===== src/rtl/mem_pkg.sv =====
// Shared types and constants for the memory-access pipeline stage.
// Imported by the stage controller and its lane-alignment helper.
package mem_pkg;

  typedef enum logic [1:0] {
    IDLE,
    WAIT,
    DONE
  } state_e;

  localparam logic [7:0] BE_ALL = 8'hFF;
  localparam int         LANE_W = 3;

  typedef logic [LANE_W-1:0] lane_t;

  // Memory is doubleword-addressed; the low three bits only select a byte lane.
  function automatic logic [63:0] dw_align(input logic [63:0] addr);
    return {addr[63:3], 3'b000};
  endfunction

endpackage


===== src/rtl/mem_stage_ctrl_if.sv =====
// Data-memory request/acknowledge bus between the MEM stage and data memory.
// The stage is the master; the memory (or a bench model) is the slave.
interface mem_stage_ctrl_if;

  logic        mem_req;
  logic        mem_we;
  logic [63:0] mem_addr;
  logic [63:0] mem_wdata;
  logic [7:0]  mem_be;
  logic        mem_ack;
  logic [63:0] mem_rdata;

  modport master (
    output mem_req, mem_we, mem_addr, mem_wdata, mem_be,
    input  mem_ack, mem_rdata
  );

  modport slave (
    input  mem_req, mem_we, mem_addr, mem_wdata, mem_be,
    output mem_ack, mem_rdata
  );

endinterface


===== src/rtl/mem_lane_align.sv =====
// Byte-lane steering for LDURB/STURB: store replication and byte enables,
// and zero-extended extraction of the addressed byte on loads.
module mem_lane_align
  import mem_pkg::*;
(
  input  logic        byte_op,
  input  lane_t       lane,
  input  logic [63:0] store_data,
  input  logic [63:0] rdata,
  output logic [7:0]  be,
  output logic [63:0] wdata,
  output logic [63:0] load_data
);

  always_comb begin
    // NOTE: every output gets a default first so no path through the block can infer a latch.
    be        = BE_ALL;
    wdata     = store_data;
    load_data = rdata;
    if (byte_op) begin
      be        = 8'b1 << lane;
      wdata     = {8{store_data[7:0]}};
      load_data = {56'b0, rdata[{lane, 3'b000} +: 8]};
    end
  end

endmodule


===== src/rtl/mem_stage_ctrl.sv =====
// MEM stage of the 64-bit pipeline: issues data-memory accesses over a
// req/ack bus, stalls while one is outstanding, and forms MEM/WB values.
module mem_stage_ctrl
  import mem_pkg::*;
#(
  parameter int TIMEOUT = 255,
  parameter int CNT_W   = 8      // 2**CNT_W must exceed TIMEOUT
) (
  input  logic        clk,
  input  logic        reset,
  input  logic        ex_valid,
  input  logic        MemRead,
  input  logic        MemWrite,
  input  logic        MemToReg,
  input  logic        RegWrite,
  input  logic        ByteOp,
  input  logic [4:0]  Rd,
  input  logic [63:0] ALUResult,
  input  logic [63:0] StoreData,
  output logic        stall,
  output logic        RegWrite_out,
  output logic [4:0]  Rd_out,
  output logic [63:0] WriteData_out,
  mem_stage_ctrl_if.master bus,
  output logic        align_err,
  output logic        timeout_err
);

  localparam logic [CNT_W-1:0] CNT_LAST = CNT_W'(TIMEOUT - 1);

  state_e           state;
  logic [CNT_W-1:0] wait_cnt;
  logic [63:0]      load_buf;
  logic             kill;

  logic             mem_req_q;
  logic             mem_we_q;
  logic [63:0]      mem_addr_q;
  logic [63:0]      mem_wdata_q;
  logic [7:0]       mem_be_q;

  logic             memop;
  logic             misaligned;
  logic             start;
  logic [7:0]       lane_be;
  logic [63:0]      lane_wdata;
  logic [63:0]      lane_load;

  assign memop      = ex_valid & (MemRead | MemWrite);
  assign misaligned = memop & ~ByteOp & (ALUResult[2:0] != 3'b000);
  assign start      = memop & ~misaligned;

  // Inputs are held stable through WAIT and DONE, so the live lane is valid at ack time.
  mem_lane_align u_lane_align (
    .byte_op    (ByteOp),
    .lane       (ALUResult[2:0]),
    .store_data (StoreData),
    .rdata      (bus.mem_rdata),
    .be         (lane_be),
    .wdata      (lane_wdata),
    .load_data  (lane_load)
  );

  always_ff @(posedge clk or negedge reset) begin
    if (!reset) begin
      state       <= IDLE;
      wait_cnt    <= '0;
      load_buf    <= '0;
      kill        <= 1'b0;
      mem_req_q   <= 1'b0;
      mem_we_q    <= 1'b0;
      mem_addr_q  <= '0;
      mem_wdata_q <= '0;
      mem_be_q    <= '0;
      align_err   <= 1'b0;
      timeout_err <= 1'b0;
    end else begin
      // NOTE: non-blocking assignments keep every register sampling pre-edge values.
      align_err   <= 1'b0;
      timeout_err <= 1'b0;
      case (state)
        IDLE: begin
          align_err <= misaligned;
          if (start) begin
            state       <= WAIT;
            mem_req_q   <= 1'b1;
            wait_cnt    <= '0;
            mem_we_q    <= MemWrite;
            mem_addr_q  <= dw_align(ALUResult);
            mem_wdata_q <= lane_wdata;
            mem_be_q    <= lane_be;
          end
        end
        WAIT: begin
          wait_cnt <= wait_cnt + CNT_W'(1);
          // An ack arriving on the timeout cycle still completes the access.
          if (bus.mem_ack) begin
            load_buf  <= lane_load;
            mem_req_q <= 1'b0;
            state     <= DONE;
          end else if (wait_cnt == CNT_LAST) begin
            mem_req_q   <= 1'b0;
            timeout_err <= 1'b1;
            kill        <= 1'b1;
            state       <= DONE;
          end
        end
        DONE: begin
          state <= IDLE;
          kill  <= 1'b0;
        end
        default: state <= IDLE;
      endcase
    end
  end

  // Non-memory instructions bypass combinationally; memory ops retire in DONE.
  always_comb begin
    stall         = 1'b0;
    RegWrite_out  = 1'b0;
    Rd_out        = Rd;
    WriteData_out = ALUResult;
    case (state)
      IDLE: begin
        stall        = start;
        RegWrite_out = ex_valid & RegWrite & ~memop;
      end
      WAIT: stall = 1'b1;
      DONE: begin
        RegWrite_out = RegWrite & ~kill;
        if (MemToReg) WriteData_out = load_buf;
      end
      default: ;
    endcase
  end

  assign bus.mem_req   = mem_req_q;
  assign bus.mem_we    = mem_we_q;
  assign bus.mem_addr  = mem_addr_q;
  assign bus.mem_wdata = mem_wdata_q;
  assign bus.mem_be    = mem_be_q;

endmodule


===== src/flat_wrapper.sv =====
// flat-port wrapper written by rule: the top's interface ports become plain ports
module mem_stage_ctrl_flat import mem_pkg::*;
#(
  parameter int TIMEOUT = 255,
  parameter int CNT_W   = 8                                     
)
  (clk, reset, ex_valid, MemRead, MemWrite, MemToReg, RegWrite, ByteOp, Rd, ALUResult, StoreData, stall, RegWrite_out, Rd_out, WriteData_out, align_err, timeout_err, bus_mem_req, bus_mem_we, bus_mem_addr, bus_mem_wdata, bus_mem_be, bus_mem_ack, bus_mem_rdata);
  mem_stage_ctrl_if bus_i ();
  input  logic clk;
  input  logic reset;
  input  logic ex_valid;
  input  logic MemRead;
  input  logic MemWrite;
  input  logic MemToReg;
  input  logic RegWrite;
  input  logic ByteOp;
  input  logic [4:0] Rd;
  input  logic [63:0] ALUResult;
  input  logic [63:0] StoreData;
  output logic stall;
  output logic RegWrite_out;
  output logic [4:0] Rd_out;
  output logic [63:0] WriteData_out;
  output logic align_err;
  output logic timeout_err;
  output wire logic [$bits(bus_i.mem_req)-1:0] bus_mem_req;
  output wire logic [$bits(bus_i.mem_we)-1:0] bus_mem_we;
  output wire logic [$bits(bus_i.mem_addr)-1:0] bus_mem_addr;
  output wire logic [$bits(bus_i.mem_wdata)-1:0] bus_mem_wdata;
  output wire logic [$bits(bus_i.mem_be)-1:0] bus_mem_be;
  input wire logic [$bits(bus_i.mem_ack)-1:0] bus_mem_ack;
  input wire logic [$bits(bus_i.mem_rdata)-1:0] bus_mem_rdata;
  assign bus_mem_req = bus_i.mem_req;
  assign bus_mem_we = bus_i.mem_we;
  assign bus_mem_addr = bus_i.mem_addr;
  assign bus_mem_wdata = bus_i.mem_wdata;
  assign bus_mem_be = bus_i.mem_be;
  assign bus_i.mem_ack = bus_mem_ack;
  assign bus_i.mem_rdata = bus_mem_rdata;
  mem_stage_ctrl #(.TIMEOUT(TIMEOUT), .CNT_W(CNT_W)) u_core (.clk(clk), .reset(reset), .ex_valid(ex_valid), .MemRead(MemRead), .MemWrite(MemWrite), .MemToReg(MemToReg), .RegWrite(RegWrite), .ByteOp(ByteOp), .Rd(Rd), .ALUResult(ALUResult), .StoreData(StoreData), .stall(stall), .RegWrite_out(RegWrite_out), .Rd_out(Rd_out), .WriteData_out(WriteData_out), .bus(bus_i), .align_err(align_err), .timeout_err(timeout_err));
endmodule

===== config.mk =====
export PLATFORM = sky130hd
export DESIGN_NAME = mem_stage_ctrl_flat
export DESIGN_NICKNAME = d
export VERILOG_FILES = /design/src/rtl/mem_pkg.sv /design/src/rtl/mem_stage_ctrl_if.sv /design/src/rtl/mem_lane_align.sv /design/src/rtl/mem_stage_ctrl.sv /design/src/flat_wrapper.sv
export SDC_FILE = /design/constraint.sdc
export NUM_CORES = 1
export LEC_CHECK = 0
export ABC_AREA = 0
export CORE_MARGIN = 5
export CORE_UTILIZATION = 43
export DETAILED_ROUTE_END_ITERATION = 10
export PLACE_DENSITY = 0.79
export SYNTH_ARGS = -nofsm -noshare
export SYNTH_HDL_FRONTEND = slang
export SYNTH_SLANG_ARGS = --single-unit

===== constraint.sdc =====
create_clock -name clk -period 2.1 [get_ports clk]
set_input_delay 0.21 -clock clk [delete_from_list [all_inputs] [get_ports clk]]
set_output_delay 0.21 -clock clk [all_outputs]
set_load 0.1 [all_outputs]

==> results of run 1 <==
-- worst min path at each step --
stage / startpoint / to / slack [ns]
final: reset / u_core.bus.mem_addr[40]$_DFFE_PN0P_ / 0.24
after global routing: ALUResult[56] / u_core.bus.mem_addr[56]$_DFFE_PN0P_ / 0.25
after CTS: StoreData[6] / u_core.bus.mem_wdata[6]$_DFFE_PN0P_ / 0.22
after detailed placement: reset / u_core.bus.mem_addr[46]$_DFFE_PN0P_ / 0.29
after global placement: reset / u_core.bus.mem_addr[47]$_DFFE_PN0P_ / 0.29
after floorplan: reset / u_core.align_err$_DFF_PN0_ / -0.09
-- power groups by stage --
stage / Combinational [µW] / Sequential, µW / Clock, µW
floorplan: 2320 / 11200 / 0
finish: 10600 / 6070 / 4090
global placement: 10400 / 6060 / 0
CTS: 10600 / 6040 / 4130
detailed placement: 10500 / 6090 / 0
global route: 11000 / 6200 / 4310
-- cells in the mapped netlist (2+ instances only) --
cell type  count  area (µm²)
inv_1          4        15.0
o22ai_1        5        31.3
nand3b_1       3        22.5
mux4_2         3        67.6
mux2_2        76         856
nand3_1       16        80.1
buf_6          4        45.0
o21ai_1        3        15.0
nor2b_1        2        12.5
o21ai_0      116         581
and2_1         8        50.1
nor3_1         4        20.0
a221oi_1       8        70.1
o21a_1         3        22.5
a21oi_1       59         295
nand2_1      387        1450
a2111oi_0      5        43.8
a211o_1        8        70.1
a31oi_1        6        37.5
o22a_1         2        17.5
buf_4          8        60.1
nand2b_1       4        25.0
dfrtp_1      212        5310
o211ai_1       2        15.0
and3_1         9        56.3
buf_1          4        15.0
ha_1           2        25.0
clkbuf_1      37         139
buf_2         38         190
nor2_1        15        56.3
-- metrics by stage --
| stage | total power (µW) | hold WS (ns) | std cells | worst slack [ns] | utilization, % |
|---|---|---|---|---|---|
| final | 20700 | 0.242 | 1778 | -0.0513 | 69.9 |
| after global routing | 21500 | 0.248 | 1778 | -0.110 | 69.9 |
| after CTS | 20700 | 0.224 | 1771 | -0.0751 | 69.4 |
| after detailed placement | 16600 | 0.290 | 1723 | -0.0863 | 65.3 |
| after global placement | 16400 | 0.289 | 1723 | -0.0501 | 65.3 |
| after floorplan | 13500 | -0.0856 | 1075 | 0.0165 | - |
-- per-layer routing --
layer | part of all wire, % | track usage (%) | vias up
met4 | 5.0 | 12.6 | 4
li1 | - | - | 4407
met2 | 48 | 47.2 | 501
met3 | 9.3 | 7.32 | 116
met5 | 0.055 | 0 | -
met1 | 37 | 35.0 | 4593
-- layout by cell type (no fill, tap or decap), types with 24 or more instances in the layout --
cell type	instances
mux2_2	48
dfrtp_1	212
clkdlybuf4s50_1	199
buf_4	176
a21oi_1	59
mux2_4	29
nand2_1	385
o21ai_0	116
clkbuf_16	24
buf_12	82
-- kinds of logic (layout without fill, tap and decap cells) --
kind of cell / Yosys count / count (layout) / share of synthesized area (%)
xor gates and xnor gates: 1 / 1 / 0.0890
muxes: 80 / 80 / 9.53
adders and majority gates: 2 / 2 / 0.254
AOI/OAI and AO/OA: 223 / 223 / 12.7
buffers and inverters: 97 / 509 / 4.80
and+or+nand+nor: 457 / 457 / 18.7
DFF: 212 / 212 / 53.9
other: 1 / 9 / 0.0381
-- sequential cells by signal (all words and copies together), names as in the netlist --
register	flops
u_core.kill	1
u_core.wait_cnt	8
u_core.align_err	1
u_core.bus.mem_req	1
u_core.load_buf	64
u_core.state	2
u_core.timeout_err	1
u_core.bus.mem_we	1
u_core.bus.mem_wdata	64
u_core.bus.mem_addr	61
u_core.bus.mem_be	8
-- what timing repair did --
item	4_1_cts	5_1_grt
hold buffers	1	0
endpoints found under the setup margin	65	66
hold endpoints to repair	63	0
gates resized for setup	16	24
pin swaps	1	1
buffers inserted	4	0
gates cloned	3	1
-- cell type report --
cell class,instances,share of cell area (%)
Timing Repair Buffer,464,32.3
Sequential cell,212,33.6
Inverter,5,0.127
Multi-Input combinational cell,766,26.9
Clock buffer,32,4.11
Tap cell,285,2.26
Clock inverter,8,0.618
Antenna cell,6,0.0951
-- critical path, cell delays in order (launching register included) --
cell and delay [ns]:
dfrtp_1 0.37, nand3b_1 0.11, buf_4 0.20, buf_16 0.18, mux2_2 0.38, buf_12 0.17
==> key figures, run 1 <==
Run status
  – Status: finished, violations left
  – Failing checks: setup timing

Floorplanning
  – Initial Util: 43.6%
  – Die area: 26000 µm²
  – Ports: 417
  – Die width: 161 µm
  – Die height: 161 µm
  – Std cell rows: 55
  – Core ar.: 22600 µm²

GRT
  – Vias in the first global route: 9721
  – First-pass GRT wire length: 57700 µm
  – Largest net degree at the start of global routing: 73
  – GR Overflow Total: 0
  – Initial antenna violation count: 8
  – Total track usage: 28.4%

Power
  – Net Sw Power: 10500 µW
  – Combinational Power Share: 51.0%
  – Sequential share of power: 29.3%
  – Worst VDD drop: 1.01 mV
  – Leakage: 0.00764 µW
  – Switch share: 50.9%
  – P_int: 10200 µW
  – Cell Pwr Density: 1310 nW/µm²
  – Clock power frac: 19.7%

Worst setup path
  – Crit end category: output port
  – CP Launch Type: register
  – Reg2Reg Depth: 7
  – Worst setup endpoint: WriteData_out[13]
  – Critical Path AT: 1.94 ns
  – End of the worst register-to-register path: u_core.load_buf[3]$_DFFE_PN0P_
  – CP Max Fanout: 12
  – Crit path from: u_core.state[1]$_DFFE_PN0P_
  – R2r setup slk: 0.36 ns
  – Worst R2R Start: u_core.state[0]$_DFFE_PN0P_
  – Critical path class: register to output port
  – Critical Path RT: 1.89 ns

Finish
  – Final instance area: 15800 µm²
  – Multi-input logic area: 4240 µm²
  – Share of layout cells above drive strength 1: 26.2%
  – FF/Latch Area: 5310 µm²
  – FILL cells: 1666
  – Final net count: 1680
  – Area delta synth->final: 60.2%

Run
  – Max-Cap Viols: 0

Placed design
  – Placed standard-cell area: 14700 µm²
  – Buffers on Ports: 403
  – RePlAce Congestion: 0.923
  – Detail Placement HPWL: 28500 µm

Yosys
  – Flip-flop and latch count after synthesis: 212
  – Main synth FF type: dfrtp_1
  – Synth unique cells: 50
  – Syn Area/Cell: 9.18 µm²
  – Number of synthesized flops with an enable pin: 0
  – Cell Area, Synth: 9850 µm²
  – Sequential-to-total area share from yosys stat: 53.9%
  – Synth Instances: 1073
  – Post-synth ARST share: 100%
  – Synth warnings: 0

Detailed routing
  – Total wire length: 38400 µm
  – Routed wire per std cell: 21.6 µm
  – Vias: 9621
  – Post-route DRC: 0
  – Antenna viol nets, final: 0
  – Iter 0 DRT Violations: 783
  – Pre-antenna DRT Iters: 6
  – Via density: 5.41

CTS
  – Clk pin slew, worst setup/hold paths: 0.06 ns
  – Clock sinks: 212
  – Clock root buffer master: clkbuf_16
  – CTS Buf Count: 23
  – Clk Latency, worst-skew pair: 0.52 ns
  – Clk buf depth: 3
  – TritonCTS clock tree: done
  – H-tree lvl count: 1

Timing
  – Crit share post-route: 102%
  – PnR worst setup slack: -0.0513 ns
  – Final setup TNS: -1.88 ns
  – Final hold violation count: 0
  – Slew Limit Headroom: 56.2%
  – Final setup fails: 61
  – RSZ-0062 raised after global routing: yes
  – Post-layout min period: 2.15 ns
  – Final Slew Violations: 0
  – Worst-Margin Slew: 0.658 ns
  – Peak Freq: 465 MHz
  – Skew final: 0.0161 ns

Min path
  – HP Class: input pin to asynchronous set/reset pin
(Power assumes the default switching activity.)
==> inputs of run 2 (changes only) <==
CAP_MARGIN = 20   (was unset)
==> results of run 2 <==
No change in the layout: final DEF, timing and power equal those of run 1.
==> inputs of run 3 (changes only) <==
CORE_ASPECT_RATIO = 1.1   (was unset)
CORE_UTILIZATION = 40   (was 43)
PLACE_DENSITY = 0.74   (was 0.79)
==> run 3 against run 2 <==
Clock power increased by 12%. The run still ends with setup timing left. Setup slack got worse by 0.13 ns. Core utilization decreased by 5.1 points. Critical path depth increased by 1. Largest power group unchanged.
==> key figures, run 3 (synthesized netlist as in run 1, its figures left out) <==
Worst setup path
  – CP Launch Type: register
  – Crit path top cell by count: buf_12
  – End of the worst register-to-register path: u_core.bus.mem_wdata[35]$_DFFE_PN0P_
  – Slowest-stage cell, CP: dfrtp_2
  – Critical path class: register to output port
  – CP Max Fanout: 6 (-6)
  – Reg2Reg Depth: 7 (unchanged)
  – Cell Chain, Critical Path: nand3b_1 > buf_12 > buf_12 > buf_8 > mux2_4 > buf_12
  – Crit path from: u_core.state[0]$_DFFE_PN0P_
  – Worst path max stage delay: 0.40 ns (+0.02 ns)
  – R2r setup slk: 0.38 ns (+0.02 ns)
  – Crit end category: output port
  – Critical Path AT: 2.07 ns (+0.13 ns)
  – Worst R2R Start: u_core.state[0]$_DFFE_PN0P_
  – Critical Path RT: 1.89 ns (about the same)

Power
  – Sequential share of power: 28.6% (-0.7 points)
  – Net Sw Power: 10600 µW (+0.35%)
  – Cell Pwr Density: 1340 nW/µm² (+1.7%)
  – Clock power frac: 21.7% (+2.0 points)
  – Worst VDD drop: 0.945 mV (-6.3%)
  – P_int: 10500 µW (+3.4%)
  – Switch share: 50.1% (-0.75 points)
  – Tot Pwr: 21100 µW (+1.9%)
  – Combinational Power Share: 49.7% (-1.3 points)
  – Leakage: 0.00756 µW (-1.1%)

Timing
  – PnR worst setup slack: -0.178 ns (-0.127 ns)
  – Final Slew Violations: 0 (unchanged)
  – Final setup fails: 64 (+4.9%)
  – Skew final: 0.0221 ns (+0.00606 ns)
  – Peak Freq: 439 MHz (-5.6%)
  – Post-layout min period: 2.28 ns (+0.127 ns)
  – Slew Limit Headroom: 65.7% (+9.5 points)
  – Final hold violation count: 0 (unchanged)
  – Crit share post-route: 108% (+6.1 points)
  – RSZ-0062 raised after global routing: yes
  – Worst-Margin Slew: 0.515 ns (-0.142 ns)
  – Final setup TNS: -8.12 ns (-6.24 ns)

Run status
  – Failing checks: setup timing
  – Status: finished, violations left

Detailed routing
  – Routed wire per std cell: 20.6 µm (-4.5%)
  – Iter 0 DRT Violations: 628 (-20%)
  – Total wire length: 37100 µm (-3.5%)
  – Antenna viol nets, final: 0 (unchanged)
  – Vias: 9279 (-3.6%)
  – Via density: 5.17 (-4.5%)
  – Post-route DRC: 0 (unchanged)
  – Pre-antenna DRT Iters: 5 (-1)

Finish
  – Most frequent cells in the layout: nand2_1, dfrtp_1, clkdlybuf4s50_1
  – Final net count: 1675 (-0.30%)
  – Non-filler cells, final: 1796 (+1.0%)
  – Fin util: 64.8% (-5.1 points)
  – Most common cell after layout, fill and taps aside: nand2_1
  – FILL cells: 1957 (+17%)
  – Final instance area: 15800 µm² (+0.16%)
  – Share of layout cells above drive strength 1: 26.3% (+0.17 points)
  – Area delta synth->final: 60.5%

Floorplanning
  – Core ar.: 24400 µm² (+8.1%)
  – Die area: 27900 µm² (+7.0%)
  – Std cell rows: 60 (+9.1%)
  – Die width: 160 µm (-1.1%)
  – Ports: 417 (unchanged)
  – Die height: 175 µm (+8.2%)
  – Initial Util: 40.4% (-3.3 points)

Run
  – Max-Cap Viols: 0 (unchanged)

Placed design
  – Buffers on Ports: 403 (unchanged)
  – Detail Placement HPWL: 27600 µm (-3.1%)
  – Placed cell count: 1736 (+0.75%)
  – RePlAce Congestion: 0.866 (-6.2%)
  – Placed standard-cell area: 14700 µm² (-0.47%)

CTS
  – H-tree lvl count: 1 (unchanged)
  – Clock root buffer master: clkbuf_16
  – Clock sinks: 212 (unchanged)
  – CTS Buf Count: 25 (+8.7%)
  – Clk buf depth: 3 (unchanged)
  – Clk pin slew, worst setup/hold paths: 0.06 ns (about the same)
  – Clk Latency, worst-skew pair: 0.53 ns (about the same)
  – TritonCTS clock tree: done

GRT
  – Vias in the first global route: 9737 (+0.16%)
  – Initial antenna violation count: 2 (-6)
  – Largest net degree at the start of global routing: 124 (+70%)
  – Total track usage: 26.0% (-2.4 points)
  – First-pass GRT wire length: 57500 µm (-0.46%)
  – GR Overflow Total: 0 (unchanged)

Min path
  – HP Class: input pin to asynchronous set/reset pin
run 3: changes by cell type in the layout (fill, tap and decap cells not counted), sizes merged:
cell / previous run / this run
clkinv: 6 / 8
buf: 262 / 257
bufinv: 2 / 4
inv: 5 / 6
diode: 6 / 1
clkinvlp: 0 / 2
clkbuf: 34 / 30
run 3: layout make-up:
type	count	area [µm²]	share of cell area (%)
multi-input combinational	766	4180	26.4
antenna	1	2.50	0.0158
timing repair buffer	457	5040	31.9
clock inverter	15	191	1.21
inverter	5	23.8	0.150
clock buffer	30	674	4.27
sequential	212	5310	33.6
tap	310	388	2.45
run 3: per-stage QoR:
step           hold slack [ns]  worst slack [ns]
2_1_floorplan          -0.0856            0.0165
3_3_place_gp             0.202          -0.00542
3_5_place_dp             0.196           -0.0342
4_1_cts                  0.203            -0.175
5_1_grt                  0.232            -0.229
6_report                 0.211            -0.178
run 3: worst max path at each step:
stage	end	cells after the start
3_5_place_dp	u_core.load_buf[2]$_DFFE_PN0P_	6
2_1_floorplan	u_core.wait_cnt[4]$_DFFE_PN0P_	6
4_1_cts	WriteData_out[25]	6
6_report	WriteData_out[25]	6
5_1_grt	WriteData_out[20]	6
3_3_place_gp	u_core.load_buf[0]$_DFFE_PN0P_	6
run 3: layer usage:
metal	GRT usage (%)	routed length, µm	vias to the layer above	share of wire, %
met5	0	13	-	0.035
met4	8.68	1290	2	3.5
met3	7.97	3520	78	9.5
met2	45.3	18500	412	50
met1	30.7	13800	4408	37
li1	-	-	4379	-
run 3: repair_timing:
action	CTS	global route
hold buffers	1	0
pin swaps	1	3
gates cloned	1	0
setup buffers	8	6
gates resized for setup	27	8
endpoints found under the hold margin	56	0
setup endpoints to repair	65	66
run 3: critical path, delay by kind of cell, from the launching register on:
kind,cells,cell delay [ns]
buf+inv,4,0.62
flops,1,0.40
mux,1,0.31
simple gates,1,0.22
run 3: power groups by stage:
stage	sequential, µW	combinational [µW]	clock, µW
global placement	6040	10300	0
finish	6030	10500	4590
global route	6170	10900	4840
CTS	6030	10500	4660
detailed placement	6080	10400	0
floorplan	11200	2320	0
